--- src/rtl/inv_sqrt_pkg.sv ---
// inv_sqrt_pkg: shared state encoding and constants for the inverse-sqrt Newton refinement stage
package inv_sqrt_pkg;

    localparam logic [2:0] IDLE = 3'd0;
    localparam logic [2:0] SQ   = 3'd1;
    localparam logic [2:0] MXY  = 3'd2;
    localparam logic [2:0] SUB  = 3'd3;
    localparam logic [2:0] MUL  = 3'd4;
    localparam logic [2:0] OUT  = 3'd5;

    localparam int ITER_W = 3;

    // 1.5 in a fixed-point format with frac_w fractional bits
    function automatic logic [31:0] three_halves(input int frac_w);
        return 32'(3) << (frac_w - 1);
    endfunction

endpackage

--- src/rtl/inv_sqrt_newton_refine_mul.sv ---
// fxp_mul_sat: unsigned fixed-point a*b >> FRAC_W, floor-truncated, saturating to all-ones
module fxp_mul_sat #(
    parameter int DATA_W = 16,
    parameter int FRAC_W = 8
) (
    input  logic [DATA_W-1:0] a,
    input  logic [DATA_W-1:0] b,
    output logic [DATA_W-1:0] p,
    output logic              sat
);

    logic [2*DATA_W-1:0] full;
    logic [2*DATA_W-1:0] shifted;

    assign full    = {{DATA_W{1'b0}}, a} * {{DATA_W{1'b0}}, b};
    assign shifted = full >> FRAC_W;
    assign sat     = |shifted[2*DATA_W-1:DATA_W];
    assign p       = sat ? '1 : shifted[DATA_W-1:0];

endmodule

--- src/rtl/inv_sqrt_newton_refine.sv ---
// inv_sqrt_newton_refine: Newton-Raphson refinement of a 1/sqrt(x) estimate over one shared multiplier
module inv_sqrt_newton_refine
    import inv_sqrt_pkg::*;
#(
    parameter int DATA_W = 16,
    parameter int FRAC_W = 8,
    parameter int ITERS  = 2
) (
    input  logic              clk,
    input  logic              rst_n,
    input  logic              flush,
    input  logic [DATA_W-1:0] data_in,
    input  logic [DATA_W-1:0] est_in,
    input  logic              valid_in,
    output logic              ready_in,
    output logic [DATA_W-1:0] data_out,
    output logic              sat_out,
    output logic              valid_out,
    input  logic              ready_out,
    output logic              busy
);

    if (ITERS < 0 || ITERS > 7) begin : g_bad_iters
        $error("inv_sqrt_newton_refine: ITERS must be within 0..7");
    end

    localparam logic [DATA_W-1:0] HALF3 = DATA_W'(three_halves(FRAC_W));

    logic [2:0]        state;
    logic [DATA_W-1:0] x;
    logic [DATA_W-1:0] y;
    logic [DATA_W-1:0] t;
    logic [ITER_W-1:0] iter;
    logic              sat;
    logic [DATA_W-1:0] mul_a;
    logic [DATA_W-1:0] mul_b;
    logic [DATA_W-1:0] mul_p;
    logic              mul_sat;
    logic [DATA_W-1:0] half_t;
    logic              sub_neg;

    // SQ squares y, MXY scales by x, MUL multiplies y by the correction term
    assign mul_a = (state == MXY) ? x : y;
    assign mul_b = (state == SQ) ? y : t;

    fxp_mul_sat #(.DATA_W(DATA_W), .FRAC_W(FRAC_W)) u_mul (
        .a   (mul_a),
        .b   (mul_b),
        .p   (mul_p),
        .sat (mul_sat)
    );

    assign half_t    = t >> 1;
    assign sub_neg   = half_t > HALF3;
    assign ready_in  = (state == IDLE);
    assign busy      = (state != IDLE);
    assign valid_out = (state == OUT);
    assign sat_out   = valid_out & sat;

    // sequencer and datapath registers; flush aborts but leaves data_out holding the last result
    always_ff @(posedge clk or negedge rst_n) begin
        if (!rst_n) begin
            state    <= IDLE;
            x        <= '0;
            y        <= '0;
            t        <= '0;
            iter     <= '0;
            sat      <= 1'b0;
            data_out <= '0;
        end else if (flush) begin
            state <= IDLE;
        end else begin
            case (state)
                IDLE: if (valid_in) begin
                    x    <= data_in;
                    y    <= est_in;
                    sat  <= 1'b0;
                    iter <= '0;
                    if (ITERS == 0) begin
                        data_out <= est_in;
                        state    <= OUT;
                    end else begin
                        state <= SQ;
                    end
                end
                SQ: begin
                    t     <= mul_p;
                    sat   <= sat | mul_sat;
                    state <= MXY;
                end
                MXY: begin
                    t     <= mul_p;
                    sat   <= sat | mul_sat;
                    state <= SUB;
                end
                SUB: begin
                    t     <= sub_neg ? '0 : HALF3 - half_t;
                    sat   <= sat | sub_neg;
                    state <= MUL;
                end
                MUL: begin
                    y    <= mul_p;
                    sat  <= sat | mul_sat;
                    iter <= iter + 1'b1;
                    if (iter == ITER_W'(ITERS - 1)) begin
                        data_out <= mul_p;
                        state    <= OUT;
                    end else begin
                        state <= SQ;
                    end
                end
                OUT: if (ready_out) state <= IDLE;
                default: state <= IDLE;
            endcase
        end
    end

endmodule

--- config.mk ---
export PLATFORM = sky130hd
export DESIGN_NAME = inv_sqrt_newton_refine
export DESIGN_NICKNAME = d
export VERILOG_FILES = /design/src/rtl/inv_sqrt_pkg.sv /design/src/rtl/inv_sqrt_newton_refine_mul.sv /design/src/rtl/inv_sqrt_newton_refine.sv
export SDC_FILE = /design/constraint.sdc
export NUM_CORES = 1
export LEC_CHECK = 0
export BUFFER_PORTS_ARGS = -buffer_cell sky130_fd_sc_hd__clkbuf_2
export CORE_MARGIN = 5
export CORE_UTILIZATION = 38
export DETAILED_ROUTE_END_ITERATION = 10
export GPL_TIMING_DRIVEN = 0
export PLACE_DENSITY = 0.55
export SYNTH_ARGS = -nofsm -noshare
export SYNTH_HDL_FRONTEND = slang
export SYNTH_HIERARCHICAL = 1
export SYNTH_SLANG_ARGS = --single-unit
--- constraint.sdc ---
create_clock -name clk -period 9.57 [get_ports clk]
set_input_delay 1.4355 -clock clk [delete_from_list [all_inputs] [get_ports clk]]
set_output_delay 1.4355 -clock clk [all_outputs]
set_load 0.03 [all_outputs]
==> metrics.yaml <==
clock_network:
  cts_buffer_depth: 2
  root_buffer: "clkbuf_16"
  cts_buffers: 9
  htree_levels: 3
  clk_latency_ns: 0.34
  clkSlewWorstSetupHoldPaths_ns: 0.05
  cts_tree: "yes"
  cts_sinks: 71
logic_synthesis:
  synth_top_area_cell: "fa_1"
  ys_seq_elements: 71
  yosysSeqAreaShare_pct: 14.1
  syn_area_per_cell_sq_um: 9.18
  synth_fa_ha_area_share_pct: 41.0
  synth_area_leaders: "fa_1, dfrtp_1, ha_1"
  synthTopCellsByCount: "inv_1, fa_1, nand2_1"
  yosysUniqueCellTypes: 63
  yosysWarnings: 6
  synth_xor_area_share_pct: 1.95
  syn_area_sq_um: 12600
  synth_top_family_by_area: "adder cells"
  syn_nets: 1707
  synth_edf_count: 0
  synth.area.mux_share_pct: 6.88
  synthArstFlopShare_pct: 100
  synth_compound_area_share_pct: 8.44
  synthCells: 1373
  synth.top_cell.area_share_pct: 30.7
  synth_flop_cell: "dfrtp_1"
  yosys.area_share.simple_pct: 17.8
  yosysMostFrequentCell: "inv_1"
placement:
  gp_congestion: 0.893
  portBuffers: 55
  dpl.hpwl_microns: 28800
  placement.cell_area_sq_um: 13500
min_path:
  whs_endpoint: "data_out[0]"
  hold_path_depth: 1
  min_path_type: "flop to flop"
  hp-start: "data_out[0]"
timing:
  min_period_over_period_pct: 95.7
  finalMaxSlewViolations: 0
  slew_headroom_pct: 47.0
  skew_ns: 0.00497
  rsz0062_at_grt: "no"
  worstMarginPinSlew_ns: 0.790
  fmax_mhz: 109
  min_period_ns: 9.15
  fin_setup_tns_ns: 0
  final-hold-violation-count: 0
  setup_viol: 0
floorplanning:
  io_pins: 57
  start_util_pct: 38.6
  die_w_microns: 192
  coreArea_sq_um: 32600
  num_rows: 66
  dieArea_sq_um: 36900
  die_y_microns: 192
critical_path:
  crit_top_cell: "fa_1"
  rrSetupSlack_ns: 0.42
  crit_path_end_kind: "flop"
  worstSetupPathType: "flop to flop"
  start_kind: "flop"
  required_ns: 9.85
  r2r_cells: 33
  critPathSlowestCell: "clkbuf_1"
  r2r_start: "state[0]"
  r2r-end: "sat"
  critPathMaxFanout: 10
  cp.arrival_ns: 9.43
  slowest_delay_ns: 0.58
detailed_routing:
  vias: 9641
  wl_per_cell_microns: 18.6
  dr.pass1.iters: 5
  drt_iter0_drc: 688
  routed_wl_microns: 35100
  viasPerCell: 5.11
  ant_nets: 0
  route.detailed.drc: 0
job:
  maxCapViolations: 0
final_layout:
  seq_area_sq_um: 1780
  synthToLayoutAreaGrowth_pct: 8.97
  final_cell_area_sq_um: 13700
  fill_cells: 3304
  nets: 1775
  drive_above_1_share_pct: 12.8
  multiInputGateArea_sq_um: 9590
global_routing:
  grt_antenna_before_repair: 3
  grt_usage_pct: 20.0
  grt_max_degree: 41
  grt_pass1_vias: 10200
  overflow: 0
  grt_pass1_wl_microns: 57100
run_status:
  status: "completed"
worst max-delay path: cells and delay by family (launching register included):
family,cells,cell delay (ns)
adder cells (fa/ha/maj),7,3.29
flip-flops,1,0.41
AND/OR/NAND/NOR,6,1.48
multiplexers,1,0.39
buffers and inverters,11,1.94
AO/OA/AOI/OAI,8,1.56
sequential cells by signal (all words and copies together), names as in the netlist:
name and count:
data_out 16, t 16, x 16, y 16, iter 3, state 3
sat 1
kinds of logic after synthesis:
logic type,after synthesis
buffers and inverters,312
DFF,71
AOI/OAI and AO/OA,162
and+or+nand+nor,424
adders and majority gates,297
xor gates and xnor gates,28
muxes,79
cell type report:
class                      instances  share of cell area (%)
buffer                            65                    2.30
clock inverter                     1                  0.0365
inverter                         247                    6.75
antenna                            1                  0.0182
multi-input combinational        990                    69.9
sequential                        71                    12.9
tap                              442                    4.03
timing repair buffer              57                    2.22
clock buffer                      14                    1.85
what timing repair did:
action / 4_1_cts / 5_1_grt
endpoints found under the setup margin: 0 / 43
hold endpoints to repair: 0 / 0
buffers inserted: 0 / 0
hold buffers: 0 / 0
gates resized for setup: 0 / 9
stage by stage:
step           instances  util (%)  hold slack (ns)  setup slack [ns]
5_1_grt             1887      42.1            0.518            0.0444
3_3_place_gp        1870      41.2            0.483            -0.128
2_1_floorplan       1373         -            0.462              1.83
3_5_place_dp        1872      41.3            0.490            0.0162
4_1_cts             1887      42.1            0.503            0.0114
6_report            1888      42.1            0.503             0.416
placed cells by master (no fill, tap or decap), types with 11 or more instances in the layout:
cell type and count:
mux2_2 61, and2_1 138, nand2_1 174, a21oi_1 44, o21ai_0 36, xor2_1 12, nand3_2 11, ha_1 104
dfrtp_1 71, nor2_1 25, inv_1 247, nand4_1 12, nand3_1 12, nor3_1 11, clkbuf_1 41, buf_2 15
fa_1 193, clkbuf_2 57, mux2i_1 18, o31ai_1 11, xnor2_1 16
routing by layer:
| metal | global-route usage (%) | up-vias | wire length (microns) |
|---|---|---|---|
| met5 | 0 | - | 0 |
| met4 | 5.18 | 0 | 901 |
| met1 | 28.5 | 4869 | 16400 |
| li1 | - | 4500 | - |
| met2 | 32.2 | 221 | 16400 |
| met3 | 2.64 | 51 | 1380 |
worst max path at each step:
stage | startpoint | endpoint | cells past startpoint
5_1_grt | state[0] | sat | 34
3_5_place_dp | state[0] | sat | 33
2_1_floorplan | state[0] | sat | 33
4_1_cts | state[0] | sat | 33
3_3_place_gp | state[0] | sat | 33
6_report | state[0] | sat | 33
Power is not shown: default switching activity piles up to over one toggle a cycle in this logic, so the estimate is an artifact.
